--- config.mk ---
export PLATFORM = sky130hd
export DESIGN_NAME = auth_resp_arbiter
export DESIGN_NICKNAME = d
export VERILOG_FILES = /design/src/rtl/auth_resp_arbiter.sv
export SDC_FILE = /design/constraint.sdc
export NUM_CORES = 1
export LEC_CHECK = 0
export ABC_AREA = 1
export BUFFER_PORTS_ARGS = -buffer_cell sky130_fd_sc_hd__buf_2
export CORE_AREA = 2 2 622 624
export CTS_CLUSTER_DIAMETER = 50
export DETAILED_ROUTE_END_ITERATION = 8
export DIE_AREA = 0 0 624 626
export PLACE_DENSITY = 0.3
export SYNTH_ARGS = -nofsm -noshare
export SYNTH_HDL_FRONTEND = slang
export SYNTH_SLANG_ARGS = --single-unit
--- constraint.sdc ---
create_clock -name clk -period 2.5 [get_ports clk]
set_clock_uncertainty 0.05 [all_clocks]
set_input_delay 0.125 -clock clk [delete_from_list [all_inputs] [get_ports clk]]
set_output_delay 0.125 -clock clk [all_outputs]
set_load 0.05 [all_outputs]
--- src/rtl/auth_resp_arbiter.sv ---
// Round-robin arbiter sharing one authentication responder between NUM_REQ requesters.
// Optional per-requester timeout statistics are enabled with `define AUTH_ARB_STATS_EN.
module auth_resp_arbiter #(
  parameter int NUM_REQ    = 2,
  parameter int MSG_W      = 512,
  parameter int CNT_W      = 32,
  parameter int GAP_CYCLES = 2
) (
  input  logic                     clk,
  input  logic                     reset,
  input  logic [NUM_REQ-1:0]       req_valid_i,
  input  logic [NUM_REQ*MSG_W-1:0] req_msg_i,
  output logic [NUM_REQ-1:0]       grant_o,
  output logic [NUM_REQ-1:0]       done_o,
  output logic [NUM_REQ-1:0]       timeout_o,
  output logic                     busy_o,
  output logic                     resp_req_o,
  output logic [MSG_W-1:0]         resp_msg_o,
  output logic                     resp_ack_o,
  input  logic                     resp_done_i,
  input  logic [CNT_W-1:0]         resp_timeout_i,
  output logic [NUM_REQ*16-1:0]    timeout_count_o
);

  localparam int IDX_W = (NUM_REQ > 1) ? $clog2(NUM_REQ) : 1;
  localparam int GAP_W = $clog2(GAP_CYCLES + 1);

  typedef enum logic [2:0] {S_IDLE, S_GRANT, S_WAIT, S_ACK, S_GAP} state_e;

  state_e               state_q, state_d;
  logic [IDX_W-1:0]     owner_q, owner_d, ptr_q, ptr_d;
  logic [CNT_W-1:0]     cnt_q, cnt_d;
  logic [GAP_W-1:0]     gap_q, gap_d;
  logic [NUM_REQ-1:0]   grant_q, grant_d, done_q, done_d, tmo_q, tmo_d;
  logic                 req_q, req_d, ack_q, ack_d, busy_q, busy_d;
  logic [MSG_W-1:0]     msg_q, msg_d;
  logic                 found;
  logic [IDX_W-1:0]     sel, cand;

  // First pending requester at or after ptr, wrapping
  always_comb begin
    found = 1'b0;
    sel   = ptr_q;
    cand  = '0;
    for (int k = 0; k < NUM_REQ; k++) begin
      cand = IDX_W'((int'(ptr_q) + k) % NUM_REQ);
      if (!found && req_valid_i[cand]) begin
        found = 1'b1;
        sel   = cand;
      end
    end
  end

  always_comb begin
    state_d = state_q;
    owner_d = owner_q;
    ptr_d   = ptr_q;
    cnt_d   = cnt_q;
    gap_d   = gap_q;
    grant_d = grant_q;
    done_d  = '0;
    tmo_d   = '0;
    req_d   = req_q;
    ack_d   = 1'b0;
    busy_d  = busy_q;
    case (state_q)
      S_IDLE: begin
        if (found) begin
          owner_d = sel;
          grant_d = NUM_REQ'(1) << sel;
          busy_d  = 1'b1;
          state_d = S_GRANT;
        end
      end
      S_GRANT: begin
        req_d   = 1'b1;
        cnt_d   = '0;
        state_d = S_WAIT;
      end
      S_WAIT: begin
        cnt_d = (&cnt_q) ? cnt_q : cnt_q + CNT_W'(1);
        // A response beats a timeout detected in the same cycle
        if (resp_done_i) begin
          ack_d   = 1'b1;
          done_d  = grant_q;
          state_d = S_ACK;
        end else if ((cnt_q >= resp_timeout_i) && (cnt_q != '0)) begin
          tmo_d   = grant_q;
          req_d   = 1'b0;
          gap_d   = '0;
          state_d = S_GAP;
        end else if (!req_valid_i[owner_q]) begin
          req_d   = 1'b0;
          gap_d   = '0;
          state_d = S_GAP;
        end
      end
      S_ACK: begin
        req_d   = 1'b0;
        gap_d   = '0;
        state_d = S_GAP;
      end
      S_GAP: begin
        if (gap_q == GAP_W'(GAP_CYCLES - 1)) begin
          grant_d = '0;
          busy_d  = 1'b0;
          ptr_d   = IDX_W'((int'(owner_q) + 1) % NUM_REQ);
          state_d = S_IDLE;
        end else begin
          gap_d = gap_q + GAP_W'(1);
        end
      end
      default: state_d = S_IDLE;
    endcase
    msg_d = (state_d == S_IDLE) ? '0 : req_msg_i[int'(owner_d)*MSG_W +: MSG_W];
  end

  always_ff @(posedge clk) begin
    if (reset) begin
      state_q <= S_IDLE;
      owner_q <= '0;
      ptr_q   <= '0;
      cnt_q   <= '0;
      gap_q   <= '0;
      grant_q <= '0;
      done_q  <= '0;
      tmo_q   <= '0;
      req_q   <= 1'b0;
      ack_q   <= 1'b0;
      busy_q  <= 1'b0;
      msg_q   <= '0;
    end else begin
      state_q <= state_d;
      owner_q <= owner_d;
      ptr_q   <= ptr_d;
      cnt_q   <= cnt_d;
      gap_q   <= gap_d;
      grant_q <= grant_d;
      done_q  <= done_d;
      tmo_q   <= tmo_d;
      req_q   <= req_d;
      ack_q   <= ack_d;
      busy_q  <= busy_d;
      msg_q   <= msg_d;
    end
  end

  assign grant_o    = grant_q;
  assign done_o     = done_q;
  assign timeout_o  = tmo_q;
  assign busy_o     = busy_q;
  assign resp_req_o = req_q;
  assign resp_ack_o = ack_q;
  assign resp_msg_o = msg_q;

`ifdef AUTH_ARB_STATS_EN
  // Counts advance on the same edge that raises the timeout pulse
  for (genvar r = 0; r < NUM_REQ; r++) begin : g_stat
    logic [15:0] tcnt_q;
    always_ff @(posedge clk) begin
      if (reset) begin
        tcnt_q <= '0;
      end else if (tmo_d[r] && (tcnt_q != 16'hFFFF)) begin
        tcnt_q <= tcnt_q + 16'd1;
      end
    end
    assign timeout_count_o[r*16 +: 16] = tcnt_q;
  end
`else
  assign timeout_count_o = '0;
`endif

endmodule

# Word-level counts from Yosys, hierarchy flattened
# Cells that the tools add are included.
# Widths: inputs -> output; s select.
# word_totals
inputBits	1061
regBits	560
elab_cells	91
out_inout_bits	553
# op_classes
mux	35
n_bitwise	3
shift	2
magnitude_cmp	4
reduce_logical	20
eq_ne	11
addsub	4
# ops
operator	n
$shiftx 1024x11->512	1
$pmux 32 s2	1
$add 32x1->32 const B	1
$ge 32x32->1	1
$mux 32	1
$reduce_and 32->1	1
$reduce_bool 32->1	1
$mux 1	17
$mux 3	5
$pmux 3 s5	1
$mux 2	6
$ne 2x2->1 const B	5
$eq 3x2->1 const B	2
$logic_not 3->1	2
$lt 1x2->1 const B	3
$pmux 2 s3	1
$reduce_and 3->1	2
$reduce_bool 3->1	2
$pmux 2 s2	1
$reduce_and 2->1	2
$reduce_and 4->1	1
$reduce_bool 2->1	2
$reduce_or 2->1	2
$reduce_or 4->1	1
other kinds (13)	17

# Logic depth before layout (Yosys ltp)
# depth
word_depth	10
depth_mapped	20
depth_no_buf	18

# Worst setup path after synthesis
# OpenSTA, ideal clock, no wires.
# synth_path
path_type	register -> register
startpoint	register cnt_q[0]
endpoint	register msg_q[143] (netlist: resp_msg_o[143])
period_less_slack_ps	2080
slack_ps	420
path_stages_with_launch	18
required_ps	2333
setup_time_ps	117
arrival_ps	1914
cell_sequence	dfxtp_1 inv_1 ha_1 nand2_1 nor2_1 nand2_1 nor2_1 nor2_1 nand2_1 nand2_1 nand2_1 nand2_1 nand3_2 nand4_4 nand2_4 buf_6 buf_6 nor2_2
# synth_between
elab_chain_len	7
elab_cells_between_ends	8
# synth_rtl
element	line	source
start: declaration	32	logic [CNT_W-1:0] cnt_q, cnt_d;
start signal: assignment	136	cnt_q <= cnt_d;
$ge 32x32->1 or $reduce_bool 32->1 (tied branches)	87	end else if ((cnt_q >= resp_timeout_i) && (cnt_q != '0)) begin
$logic_and 1x1->1 *	87	
$mux 3 *	87	
$mux 3 *	83	if (resp_done_i) begin
$pmux 3 s5 *	66	case (state_q)
$logic_not 3->1 *	115	msg_d = (state_d == S_IDLE) ? '0 : req_msg_i[int'(owner_d)*MSG_W +: MSG_W];
$reduce_or 2->1 (no source line) *	--	
end signal: assignment	144	msg_q <= msg_d;
end: declaration	36	logic [MSG_W-1:0] msg_q, msg_d;
# Mark *: on every way between the ends. The rest lies on a longest branch, timed or not.
# A chain may end at the register's enable or synchronous reset.

# Final worst setup path
# layout_path
startpoint	register cnt_q[8]
endpoint	register msg_q[92] (netlist: resp_msg_o[92])
# The elaborated chain is that of the path after synthesis.

==> impl_metrics.json <==
{
  "status": "complete, but fails checks",
  "violations": "negative setup slack",
  "cts_buffers": 119,
  "gr-usage-all-layers_pct": 12.92,
  "antenna_left": 0,
  "yosys_warnings": 0,
  "avgSynthCellArea_sq_um": 9.924,
  "drv_slew": 0,
  "cp.arrival_ns": 3.36,
  "hpwl_um": 226900,
  "insertion_delay_ns": 0.82,
  "crit_required_ns": 3.21,
  "via_per_inst": 2.867,
  "cp_common_cell": "buf_16",
  "timing.hold.ws_ns": 0.07431,
  "cp-end-kind": "register",
  "clk_root_buffer_cell": "clkbuf_16",
  "cts_tree": "yes",
  "worst_slack_ns": -0.1519,
  "grt_pass1_wl_um": 326800,
  "p_per_area_nw_per_um2": 991.3,
  "top_usage_layer": "met2",
  "met1_usage_pct": 13.52,
  "die_w_um": 624,
  "drive_gt1_share_pct": 43.79,
  "clock_path_buffers": 4,
  "post_drt_wl_per_cell_um": 25.11,
  "htree_levels": 3,
  "setup-violations-final": 448,
  "relSlewSlack_pct": 51.26,
  "routed_wl_um": 267900,
  "drt-initial-drc-count": 1582,
  "yosys.area.top_type_share_pct": 50.27,
  "yosys-top-cells-area": "dfxtp_1 (50%), mux2i_1 (23%), nor2_1 (8.1%)",
  "synthCells": 2247,
  "synth-seq-cells": 560,
  "die_y_um": 626,
  "critPathKind": "register to register",
  "rows": 228,
  "portBuffers": 1581,
  "worst_pin_slew_ns": 0.7362,
  "min-delay-path-class": "primary input to register",
  "grt_pass1_vias": 31810,
  "final_cell_mix": "buf_2 (1581), dlygate4sd3_1 (1314), dfxtp_1 (546)",
  "vias": 30590,
  "cp-start-kind": "register",
  "grt_overflow": 0,
  "core-area_sq_um": 384300,
  "final_util_pct": 14.95,
  "layout_worst_path_cycle_share_pct": 106.1,
  "clkSlewWorstSetupHoldPaths_ns": 0.06,
  "min_period_ns": 2.652,
  "gp_congestion": 0.9125,
  "worstPathMaxFanout": 8,
  "crit_chain": "buf_6 -> nand3b_1 -> nor4_4 -> buf_4 -> nand4_1 -> nand2_2 -> nand3_2 -> nand4_4 -> nand2_8 -> buf_16 -> buf_16 -> clkbuf_16 -> nor2_1",
  "leakagePower_nw": 26.54,
  "ios": 1614,
  "final_common_cell": "buf_2",
  "seq_area_frac_synth_pct": 50.27,
  "drcViolationCount": 0,
  "use_met3_pct": 5.545,
  "fmax_ghz": 0.3771,
  "peakVddDrop_mv": 0.6480,
  "slowest_stage": "dfxtp_2",
  "fin_nets": 6498,
  "syn-cell-area_sq_um": 22300,
  "synth_cell_types": 42,
  "cpPeakStageDelay_ns": 0.33,
  "die_area_sq_um": 390600,
  "cap_violations": 0,
  "first_pass_iters": 7,
  "cts.sinks": 560,
  "grt_setup_unrepaired": "yes",
  "area_delta_synth_final_pct": 157.7,
  "yosysTopAreaCell": "dfxtp_1",
  "start_util_pct": 5.803,
  "n_fill_cell": 43400,
  "antenna_found_initial": 144,
  "grt_max_degree": 55,
  "finalHoldViolCount": 0,
  "grtUsageMet2_pct": 21.89
}
-- logic make-up after synthesis --
family                     count (synthesis)  synth area share, %
buffers and inverters                    253                7.131
DFF                                      560                50.27
AOI/OAI and AO/OA                         67                1.605
and+or+nand+nor                          811                15.72
adders and majority gates                 35                1.964
xor gates and xnor gates                   8               0.3142
muxes                                    512                22.98
other                                      1              0.01682
-- final cells by class --
type | instances | area, sq um | share of cell area [%]
Timing Repair Buffer | 3155 | 24160 | 42.05
Sequential cell | 560 | 11230 | 19.54
Multi-Input combinational cell | 1465 | 11030 | 19.20
Tap cell | 5060 | 6331 | 11.02
Clock buffer | 139 | 3196 | 5.561
Clock inverter | 74 | 839.6 | 1.461
Inverter | 101 | 381.6 | 0.6641
Antenna cell | 115 | 287.8 | 0.5008
-- routing by layer --
metal | vias to the layer above | part of all wire [%]
met2 | 1555 | 48
met1 | 14710 | 36
met5 | - | 0.099
met4 | 28 | 5.8
met3 | 477 | 10
li1 | 13820 | -
-- flip-flops by register name, indices dropped and copies added, names as in the netlist --
signal and count:
resp_req_o 1, timeout_o 2, resp_msg_o 512, ptr_q 1, state_q 3, done_o 2
grant_o 2, busy_o 1, cnt_q 32, resp_ack_o 1, gap_q 2, owner_q 1
-- path summary, 6_finish.rpt --
check | startpoint | endpoint | slack (ns) | cells after the start
max | cnt_q[8]$_SDFFE_PP0P_ | resp_msg_o[92]$_SDFF_PP0_ | -0.15 | 13
min | req_msg_i[596] | resp_msg_o[84]$_SDFF_PP0_ | 0.07 | 4
max reg2reg | cnt_q[8]$_SDFFE_PP0P_ | resp_msg_o[92]$_SDFF_PP0_ | -0.15 | 13
min reg2reg | gap_q[1]$_SDFFE_PP0P_ | gap_q[1]$_SDFFE_PP0P_ | 0.41 | 2
-- synthesized netlist by cell type (all sizes together) --
cell type,count
a21oi,45
a21o,1
buf,148
and2,1
and3,1
nand2,140
nor2,588
a211oi,3
nor3,27
conb,1
nand4,14
mux2i,512
dfxtp,560
clkbuf,4
o211ai,1
nor4,7
xnor2,1
xor2,7
o21a,2
inv,101
nor3b,1
or2,4
ha,35
o22ai,1
nand3,27
nand3b,1
o21ai,14
-- power breakdown --
part / internal (W) / switching, W / total, W
Combinational: 0.00883 / 0.0196 / 0.0285
Clock: 0.0102 / 0.00610 / 0.0163
Sequential: 0.0111 / 0.00105 / 0.0122
-- critical path: cells and delay by family (launching register included) --
kind          cells  cell delay, ns
buf+inv           5            0.88
simple gates      8            1.30
flops             1            0.33
-- repair_timing --
item,in CTS,in global routing
hold buffers,1314,0
pin swaps,22,20
cloned,8,21
setup endpoints to repair,512,525
endpoints found under the hold margin,548,0
gates resized for setup,124,327
buffers inserted,14,9
-- through the flow --
stage	cells	power [W]	area, sq um	TNS [ns]	setup WS, ns
2_1_floorplan	2278	0.02608	22420	0	0.4195
3_3_place_gp	8985	0.03724	37500	-206.19	-0.5579
3_5_place_dp	8985	0.03718	37500	-160.73	-0.4529
4_1_cts	10530	0.05693	55480	-74.27	-0.2349
5_1_grt	10640	0.05962	57400	-111.38	-0.3006
6_report	10670	0.05696	57470	-36.42	-0.1519
Power figures use the tool's default switching activity.
